--- src/rtl/ccip_if_pkg.sv ---
// rtl/ccip_if_pkg.sv - minimal CCI-P channel types used by the MMIO CSR responder
package ccip_if_pkg;

    typedef logic [27:0] t_ccip_c0_RspHdr;

    typedef struct packed {
        logic [15:0] address;
        logic [1:0]  length;
        logic        rsvd;
        logic [8:0]  tid;
    } t_ccip_c0_ReqMmioHdr;

    typedef struct packed {
        t_ccip_c0_RspHdr hdr;
        logic [511:0]    data;
        logic            rspValid;
        logic            mmioRdValid;
        logic            mmioWrValid;
    } t_if_ccip_c0_Rx;

    typedef struct packed {
        logic           c0TxAlmFull;
        logic           c1TxAlmFull;
        t_if_ccip_c0_Rx c0;
    } t_if_ccip_Rx;

    typedef struct packed {
        logic [8:0] tid;
    } t_ccip_c2_RspMmioHdr;

    typedef struct packed {
        t_ccip_c2_RspMmioHdr hdr;
        logic                mmioRdValid;
        logic [63:0]         data;
    } t_if_ccip_c2_Tx;

endpackage

--- src/rtl/ccip_mmio_csr_pkg.sv ---
// rtl/ccip_mmio_csr_pkg.sv - register map, error bits and MMIO lengths for the CSR responder
package ccip_mmio_csr_pkg;
    import ccip_if_pkg::*;

    typedef t_ccip_c0_ReqMmioHdr t_mmio_req_hdr;

    localparam logic [15:0] WIN_DWORDS = 16'h0040;

    localparam logic [5:0] OFF_DFH      = 6'h00;
    localparam logic [5:0] OFF_AFU_ID_L = 6'h02;
    localparam logic [5:0] OFF_AFU_ID_H = 6'h04;
    localparam logic [5:0] OFF_SCRATCH  = 6'h10;
    localparam logic [5:0] OFF_ERROR    = 6'h18;
    localparam logic [5:0] OFF_WR_COUNT = 6'h1A;
    localparam logic [5:0] OFF_CYCLES   = 6'h1C;
    localparam logic [5:0] OFF_STATUS   = 6'h20;

    localparam int ERR_W = 3;

    typedef enum logic [1:0] {
        ERR_UNSUPPORTED   = 2'd0,
        ERR_MISALIGNED    = 2'd1,
        ERR_RD_WR_COLLIDE = 2'd2
    } t_err_bit;

    typedef enum logic [1:0] {
        MMIO_LEN_4B  = 2'b00,
        MMIO_LEN_8B  = 2'b01,
        MMIO_LEN_64B = 2'b10
    } t_mmio_len;

endpackage

--- src/rtl/ccip_mmio_csr_responder.sv ---
// rtl/ccip_mmio_csr_responder.sv - CCI-P MMIO CSR window with a 2-stage in-order read pipeline
module ccip_mmio_csr_responder
    import ccip_if_pkg::*;
    import ccip_mmio_csr_pkg::*;
#(
    parameter logic [15:0]  MMIO_BASE   = 16'h0000,
    parameter logic [63:0]  DFH_VALUE   = 64'h1000_0000_0000_0000,
    parameter logic [127:0] AFU_ID      = 128'h0,
    parameter int           NUM_SCRATCH = 4
) (
    input  logic           pClk,
    input  logic           pck_cp2af_softReset,
    input  t_if_ccip_Rx    sRx,
    output t_if_ccip_c2_Tx c2Tx,
    input  logic [63:0]    status_in
);

    t_mmio_req_hdr w_hdr;
    logic [15:0]   w_off_full;
    logic [5:0]    w_off;
    logic [5:0]    w_reg_off;
    logic          w_in_win, w_rd, w_wr;
    logic          w_len_4b, w_len_8b, w_unsup, w_misalign, w_bad, w_wr_ok;
    logic [63:0]   w_wr_data, w_wr_mask, w_wr_masked;
    logic [ERR_W-1:0] w_err_set, w_err_clr;
    logic          w_unused;

    logic [63:0]      r_scratch [NUM_SCRATCH];
    logic [ERR_W-1:0] r_err;
    logic [31:0]      r_wr_count;
    logic [63:0]      r_cycles;

    logic        r_s1_valid;
    logic [8:0]  r_s1_tid;
    logic [5:0]  r_s1_off;
    logic        r_s1_4b;
    logic        r_s1_zero;
    logic [5:0]  w_s1_reg_off;
    logic [63:0] w_rd_reg, w_rd_data;

    logic        r_c2_valid;
    logic [8:0]  r_c2_tid;
    logic [63:0] r_c2_data;

    assign w_hdr      = t_mmio_req_hdr'(sRx.c0.hdr);
    assign w_off_full = w_hdr.address - MMIO_BASE;
    assign w_off      = w_off_full[5:0];
    assign w_reg_off  = {w_off[5:1], 1'b0};
    assign w_in_win   = (w_off_full < WIN_DWORDS) && !pck_cp2af_softReset;
    assign w_rd       = sRx.c0.mmioRdValid && w_in_win;
    assign w_wr       = sRx.c0.mmioWrValid && w_in_win;

    assign w_len_4b   = (w_hdr.length == MMIO_LEN_4B);
    assign w_len_8b   = (w_hdr.length == MMIO_LEN_8B);
    assign w_unsup    = !w_len_4b && !w_len_8b;
    assign w_misalign = w_len_8b && w_off[0];
    assign w_bad      = w_unsup || w_misalign;
    assign w_wr_ok    = w_wr && !w_bad;

    // A 4B write lands on one dword; replicating the data lets one mask serve both halves.
    assign w_wr_data   = w_len_4b ? {2{sRx.c0.data[31:0]}} : sRx.c0.data[63:0];
    assign w_wr_mask   = !w_len_4b ? '1 :
                         (w_off[0] ? {32'hFFFF_FFFF, 32'h0} : {32'h0, 32'hFFFF_FFFF});
    assign w_wr_masked = w_wr_data & w_wr_mask;

    assign w_unused = ^{sRx.c0.data[511:64], sRx.c0.rspValid, sRx.c0TxAlmFull,
                        sRx.c1TxAlmFull, w_hdr.rsvd};

    always_comb begin
        w_err_set = '0;
        w_err_set[ERR_UNSUPPORTED]   = (w_rd || w_wr) && w_unsup;
        w_err_set[ERR_MISALIGNED]    = (w_rd || w_wr) && w_misalign;
        w_err_set[ERR_RD_WR_COLLIDE] = w_rd && w_wr;
        w_err_clr = '0;
        if (w_wr_ok && w_reg_off == OFF_ERROR)
            w_err_clr = w_wr_masked[ERR_W-1:0];
    end

    always_ff @(posedge pClk) begin
        if (pck_cp2af_softReset) begin
            for (int i = 0; i < NUM_SCRATCH; i++)
                r_scratch[i] <= '0;
            r_err      <= '0;
            r_wr_count <= '0;
            r_cycles   <= '0;
        end else begin
            for (int i = 0; i < NUM_SCRATCH; i++)
                if (w_wr_ok && w_reg_off == OFF_SCRATCH + 6'(2 * i))
                    r_scratch[i] <= (r_scratch[i] & ~w_wr_mask) | w_wr_masked;
            // Set is applied after clear so a same-cycle error event survives its W1C.
            r_err    <= (r_err & ~w_err_clr) | w_err_set;
            r_cycles <= r_cycles + 64'd1;
            if (w_wr)
                r_wr_count <= r_wr_count + 32'd1;
        end
    end

    always_ff @(posedge pClk) begin
        if (pck_cp2af_softReset) begin
            r_s1_valid <= 1'b0;
            r_s1_tid   <= '0;
            r_s1_off   <= '0;
            r_s1_4b    <= 1'b0;
            r_s1_zero  <= 1'b0;
        end else begin
            r_s1_valid <= w_rd && !w_wr;
            r_s1_tid   <= w_hdr.tid;
            r_s1_off   <= w_off;
            r_s1_4b    <= w_len_4b;
            r_s1_zero  <= w_bad;
        end
    end

    assign w_s1_reg_off = {r_s1_off[5:1], 1'b0};

    always_comb begin
        w_rd_reg = '0;
        case (w_s1_reg_off)
            OFF_DFH:      w_rd_reg = DFH_VALUE;
            OFF_AFU_ID_L: w_rd_reg = AFU_ID[63:0];
            OFF_AFU_ID_H: w_rd_reg = AFU_ID[127:64];
            OFF_ERROR:    w_rd_reg = {{(64 - ERR_W){1'b0}}, r_err};
            OFF_WR_COUNT: w_rd_reg = {32'h0, r_wr_count};
            OFF_CYCLES:   w_rd_reg = r_cycles;
            OFF_STATUS:   w_rd_reg = status_in;
            default:      w_rd_reg = '0;
        endcase
        for (int i = 0; i < NUM_SCRATCH; i++)
            if (w_s1_reg_off == OFF_SCRATCH + 6'(2 * i))
                w_rd_reg = r_scratch[i];
    end

    assign w_rd_data = r_s1_zero ? 64'h0 :
                       r_s1_4b   ? {2{r_s1_off[0] ? w_rd_reg[63:32] : w_rd_reg[31:0]}} :
                       w_rd_reg;

    always_ff @(posedge pClk) begin
        if (pck_cp2af_softReset || !r_s1_valid) begin
            r_c2_valid <= 1'b0;
            r_c2_tid   <= '0;
            r_c2_data  <= '0;
        end else begin
            r_c2_valid <= 1'b1;
            r_c2_tid   <= r_s1_tid;
            r_c2_data  <= w_rd_data;
        end
    end

    assign c2Tx.mmioRdValid = r_c2_valid;
    assign c2Tx.hdr.tid     = r_c2_tid;
    assign c2Tx.data        = r_c2_data;

endmodule

--- config.mk ---
export PLATFORM = sky130hd
export DESIGN_NAME = ccip_mmio_csr_responder
export DESIGN_NICKNAME = d
export VERILOG_FILES = /design/src/rtl/ccip_if_pkg.sv /design/src/rtl/ccip_mmio_csr_pkg.sv /design/src/rtl/ccip_mmio_csr_responder.sv
export SDC_FILE = /design/constraint.sdc
export NUM_CORES = 1
export LEC_CHECK = 0
export BUFFER_PORTS_ARGS = -buffer_cell sky130_fd_sc_hd__buf_4
export CELL_PAD_IN_SITES_DETAIL_PLACEMENT = 1
export CELL_PAD_IN_SITES_GLOBAL_PLACEMENT = 2
export CORE_ASPECT_RATIO = 0.8
export CORE_MARGIN = 1
export CORE_UTILIZATION = 33
export DETAILED_ROUTE_END_ITERATION = 8
export GPL_ROUTABILITY_DRIVEN = 0
export GPL_TIMING_DRIVEN = 0
export PLACE_DENSITY = 0.89
export SLEW_MARGIN = 10
export SYNTH_ARGS = -nofsm -noshare
export SYNTH_HDL_FRONTEND = slang
export SYNTH_SLANG_ARGS = --single-unit
--- constraint.sdc ---
create_clock -name pClk -period 6.7 [get_ports pClk]
set_input_delay 0.335 -clock pClk [delete_from_list [all_inputs] [get_ports pClk]]
set_output_delay 0.335 -clock pClk [all_outputs]
set_load 0.1 [all_outputs]
Yosys cells after proc, flatten, opt, wreduce, memory -nomap -nowiden
Memories as Yosys holds them, arrays and structs flattened.
Index checks and enable logic that the tools add are counted.
{"block": "word_totals", "ff_bits": 191, "ramBits": 256, "input_bits": 611, "output_inout_bits": 74, "elab_cells": 103, "memories": 1}
{"block": "classes", "add_sub_neg": 2, "order_cmp": 1, "n_eq_ne": 14, "mux": 30, "bitwise": 17, "n_reduce_logical": 27}
{"name": "r_scratch", "depth": 4, "width": 64, "read_ports": 4, "rd_ports_with_merged_regs": 0, "wr": 4, "line_no": "ccip_mmio_csr_responder.sv:28", "source": "logic [63:0] r_scratch [NUM_SCRATCH];"}
{"op": "two-way mux 64 bit", "n": 12}
{"op": "bitwise AND 64 bit", "n": 5}
{"op": "case mux 64 bit (5 select lines)", "n": 1}
{"op": "OR 64 bit", "n": 4}
{"op": "adder 64 x 1 -> 64 bit (second input constant)", "n": 1}
{"op": "inverter 64 bit", "n": 1}
{"op": "equality test 5 x 4 -> 1 bit (second input constant)", "n": 12}
{"op": "adder 32 x 1 -> 32 bit (second input constant)", "n": 1}
{"op": "two-way mux 32 bit", "n": 1}
{"op": "less-than comparator 16 x 7 -> 1 bit (second input constant)", "n": 1}
{"op": "logical AND 1 bit", "n": 15}
{"op": "two-way mux 1 bit", "n": 15}
{"op": "logical NOT 1 bit", "n": 6}
{"op": "logical NOT 6 bit", "n": 1}
{"op": "equality test 5 bit (second input constant)", "n": 1}
{"op": "OR 1 bit", "n": 4}
{"op": "bitwise AND 3 bit", "n": 1}
{"op": "logical OR 1 bit", "n": 3}
{"op": "two-way mux 3 bit", "n": 1}
{"op": "inverter 3 bit", "n": 1}
{"op": "OR 3 bit", "n": 1}
{"op": "equality test 2 x 1 -> 1 bit (second input constant)", "n": 1}
{"op": "logical NOT 2 bit", "n": 1}
{"op": "OR reduction 2 bit", "n": 1}

Depth between registers and ports, before layout
{"block": "logic_depth", "depth_word": 11, "mapped_depth": 8, "mapped_depth_nobuf": 6}

Least setup slack after synthesis
OpenSTA, ideal clock, no wires.
{"block": "synth_path", "path_type": "input port to flip-flop", "from": "in sRx[542] in the netlist's numbering", "to": "mem r_scratch[0][0], enable pin", "setup_time_ns": 0.432, "arrival_time_ns": 3.106, "required_ns": 6.268, "path_slack_ns": 3.161, "cell_stages": 6, "n_path_buf": 1, "path_cell_list": "nor4_1 -> nand3_1 -> nor3_1 -> nand2_1 -> clkbuf_1 -> nand2b_1"}
{"element": "from (decl)", "line_no": "ccip_mmio_csr_responder.sv:13", "source": "input t_if_ccip_Rx sRx,"}
{"element": "to (decl)", "line_no": "ccip_mmio_csr_responder.sv:28"}

==> impl_metrics.json <==
{
  "outcome": "complete, no violations",
  "seq_power_share_pct": 46.1,
  "cts.clk_slew.worst_paths_ps": 60,
  "ir_worst_vdd_mv": 0.208,
  "rows": 84,
  "power_density_nw_per_um2": 240,
  "grt_overflow": 0,
  "placed_area_um2": 25200,
  "crit_type": "in2reg",
  "critPathLaunchType": "input pin",
  "clockRootBuffer": "clkbuf_16",
  "maxSlewViolCount": 0,
  "design_area_um2": 27100,
  "layout-drive-gt1-share_pct": 13.9,
  "drc": 0,
  "async_flop_share_pct": 0,
  "yosysSeqAreaShare_pct": 51.7,
  "maxCapViolations": 0,
  "fmax_mhz": 233,
  "cts_buffer_depth": 3,
  "fin_crit_sh_pct": 63.9,
  "synth-seq-cells": 447,
  "numCtsBuffers": 49,
  "crit_fanout": 33,
  "nets": 3212,
  "clk_latency_ps": 630,
  "ctsResizeCount": 0,
  "dr.pass1.iters": 5,
  "hp-class": "in2reg",
  "period_needed_ps": 4280,
  "nFillCells": 7552,
  "dp_hpwl_um": 79400,
  "dp_slack_ps": 2530,
  "crit_arrival_ps": 4570,
  "grt_pass1_wl_um": 147000,
  "die_w_um": 292,
  "tritoncts": "done",
  "rsz0062_at_grt": "no",
  "fin_tns_setup_ps": 0,
  "final_common_cell": "nor2_1",
  "cts_sinks": 447,
  "start_util_pct": 33.6,
  "postCtsSetupRepairBufs": 0,
  "hold_viol_final": 0,
  "endpoint_kind": "flip-flop",
  "swShare_pct": 26.9,
  "ys_warn_count": 0,
  "grt_antenna_before_repair": 14,
  "synth_area_per_cell_um2": 9.70,
  "core_um2": 66200,
  "drt_iter0_drc": 2840,
  "synth.distinct_cells": 62,
  "relSlewSlack_pct": 7.73,
  "skew_ps": 33.3,
  "die_h_um": 234,
  "routedWlPerCell_um": 29.5,
  "drt-total-wl_um": 103000,
  "grt_max_degree": 45,
  "required_ps": 6980,
  "comb_power_share_pct": 9.2,
  "synth_ff_type": "edfxtp_1",
  "grt_usage_pct": 29.4,
  "final_cell_mix": "286 x nor2_1, 256 x edfxtp_1, 233 x buf_4",
  "power.internal_w": 0.00475,
  "leakage_nw": 9.34,
  "vias_per_cell": 6.18,
  "die_area_um2": 68500,
  "switchingPower_w": 0.00175,
  "setup_ws_ps": 2420,
  "syn_inst": 2295,
  "worst_slew_pin_slew_ps": 1380,
  "syn_to_final_growth_pct": 21.7,
  "pin_count": 685,
  "htree_levels": 2,
  "synth_nets": 2908,
  "port_buffers": 232,
  "vias": 21600,
  "holdWs_ps": 37.1,
  "setup_viol": 0,
  "clockPowerShare_pct": 44.7,
  "synth-edff-count": 256,
  "final_antenna_net_count": 0,
  "syn_area_um2": 22300,
  "grt_pass1_vias": 21200
}
==> cell usage after synthesis, types with 6 or more instances <==
cell	instances	share of area, %
inv_1	17	0.29
xor2_1	20	0.79
clkbuf_1	137	2.3
a22oi_1	28	0.94
and4_1	11	0.43
nor2_1	287	4.8
and3_1	60	1.7
nor3_1	26	0.58
o211ai_1	27	0.91
a211oi_1	152	5.1
and2_1	51	1.4
nand2_1	69	1.2
mux2_2	6	0.30
nor2b_1	47	1.3
or3_1	27	0.76
o22ai_1	8	0.22
a31oi_1	24	0.67
edfxtp_1	256	35
nand3_1	91	2.0
a221oi_1	31	1.2
a32oi_1	6	0.24
dfxtp_1	191	17
buf_1	38	0.64
o31ai_1	10	0.34
a21oi_1	205	4.6
nor4_1	18	0.51
buf_2	11	0.25
a221o_1	58	2.6
o21ai_0	80	1.8
mux2i_1	29	1.3
nand2b_1	136	3.8
nand4_1	37	1.0
or4_1	10	0.34
xnor2_1	38	1.5
==> cell families after synthesis <==
logic type,after synthesis,share of synthesized area [%]
AND/OR/NAND/NOR,895,21.0
flip-flops,447,51.7
AO/OA/AOI/OAI,651,19.5
XOR/XNOR,58,2.28
adder cells (fa/ha/maj),2,0.112
buffers and inverters,205,3.57
multiplexers,37,1.81
==> layer usage <==
layer | up-vias | global-route usage (%) | wire, µm
met4 | 10 | 13.8 | 5110
li1 | 9207 | - | -
met3 | 251 | 7.89 | 11400
met1 | 10900 | 38.6 | 41000
met2 | 1302 | 44.9 | 46000
met5 | - | 0 | 52
==> sequential cells by signal (all words and copies together), names as in the netlist <==
signal	count
r_s1_valid	1
r_wr_count	32
r_cycles	64
r_scratch	256
r_c2_tid	9
r_s1_4b	1
r_s1_off	6
r_err	3
r_c2_valid	1
r_s1_zero	1
r_s1_tid	9
r_c2_data	64
==> cell type report <==
| type | instances | area, µm² | share of cell area, % |
|---|---|---|---|
| Inverter | 17 | 63.8 | 0.236 |
| Antenna cell | 3 | 7.51 | 0.0277 |
| Timing Repair Buffer | 253 | 2010 | 7.43 |
| Multi-Input combinational cell | 1643 | 9990 | 36.9 |
| Buffer | 188 | 731 | 2.70 |
| Tap cell | 860 | 1080 | 3.97 |
| Sequential cell | 447 | 11500 | 42.5 |
| Clock buffer | 55 | 1320 | 4.88 |
| Clock inverter | 37 | 364 | 1.34 |
==> final timing paths <==
| kind | start | to | slack (ps) | cells past startpoint |
|---|---|---|---|---|
| worst max register to register | r_s1_off[4]$_SDFF_PP0_ | r_c2_data[3]$_SDFF_PP0_ | 2830 | 6 |
| worst min-delay path | sRx[526] | r_s1_zero$_SDFF_PP0_ | 40 | 3 |
| worst min register to register | r_s1_tid[8]$_SDFF_PP0_ | r_c2_tid[8]$_SDFF_PN0_ | 480 | 1 |
| worst max-delay path | sRx[0] | r_scratch[0][51]$_SDFFCE_PN0P_ | 2420 | 9 |
==> worst max-delay path, cell delays in order <==
cell and delay, ps:
dlygate4sd3_1 560, buf_4 170, nor4b_1 700, nand3_1 190, nor3_1 710, nand2_1 350, clkbuf_1 540, nand2b_4 650
buf_12 310
==> per-stage QoR <==
step | utilization, % | instances | total power [W]
finish | 40.9 | 3503 | 0.00650
detailed placement | 38.1 | 3392 | 0.00362
CTS | 40.9 | 3500 | 0.00649
global route | 40.9 | 3500 | 0.00665
global placement | 37.9 | 3387 | 0.00361
floorplan | - | 2295 | 0.00331
==> power groups by stage <==
stage	registers, W	logic, W	clock network, W
2_1_floorplan	0.00304	0.000274	0
3_3_place_gp	0.00306	0.000551	0
3_5_place_dp	0.00305	0.000573	0
4_1_cts	0.00299	0.000584	0.00292
5_1_grt	0.00300	0.000621	0.00303
6_report	0.00299	0.000601	0.00290
==> timing repair <==
action	CTS	global route
hold buffers	16	0
setup endpoints to repair	0	0
hold endpoints to repair	15	0
(Power assumes the default switching activity.)
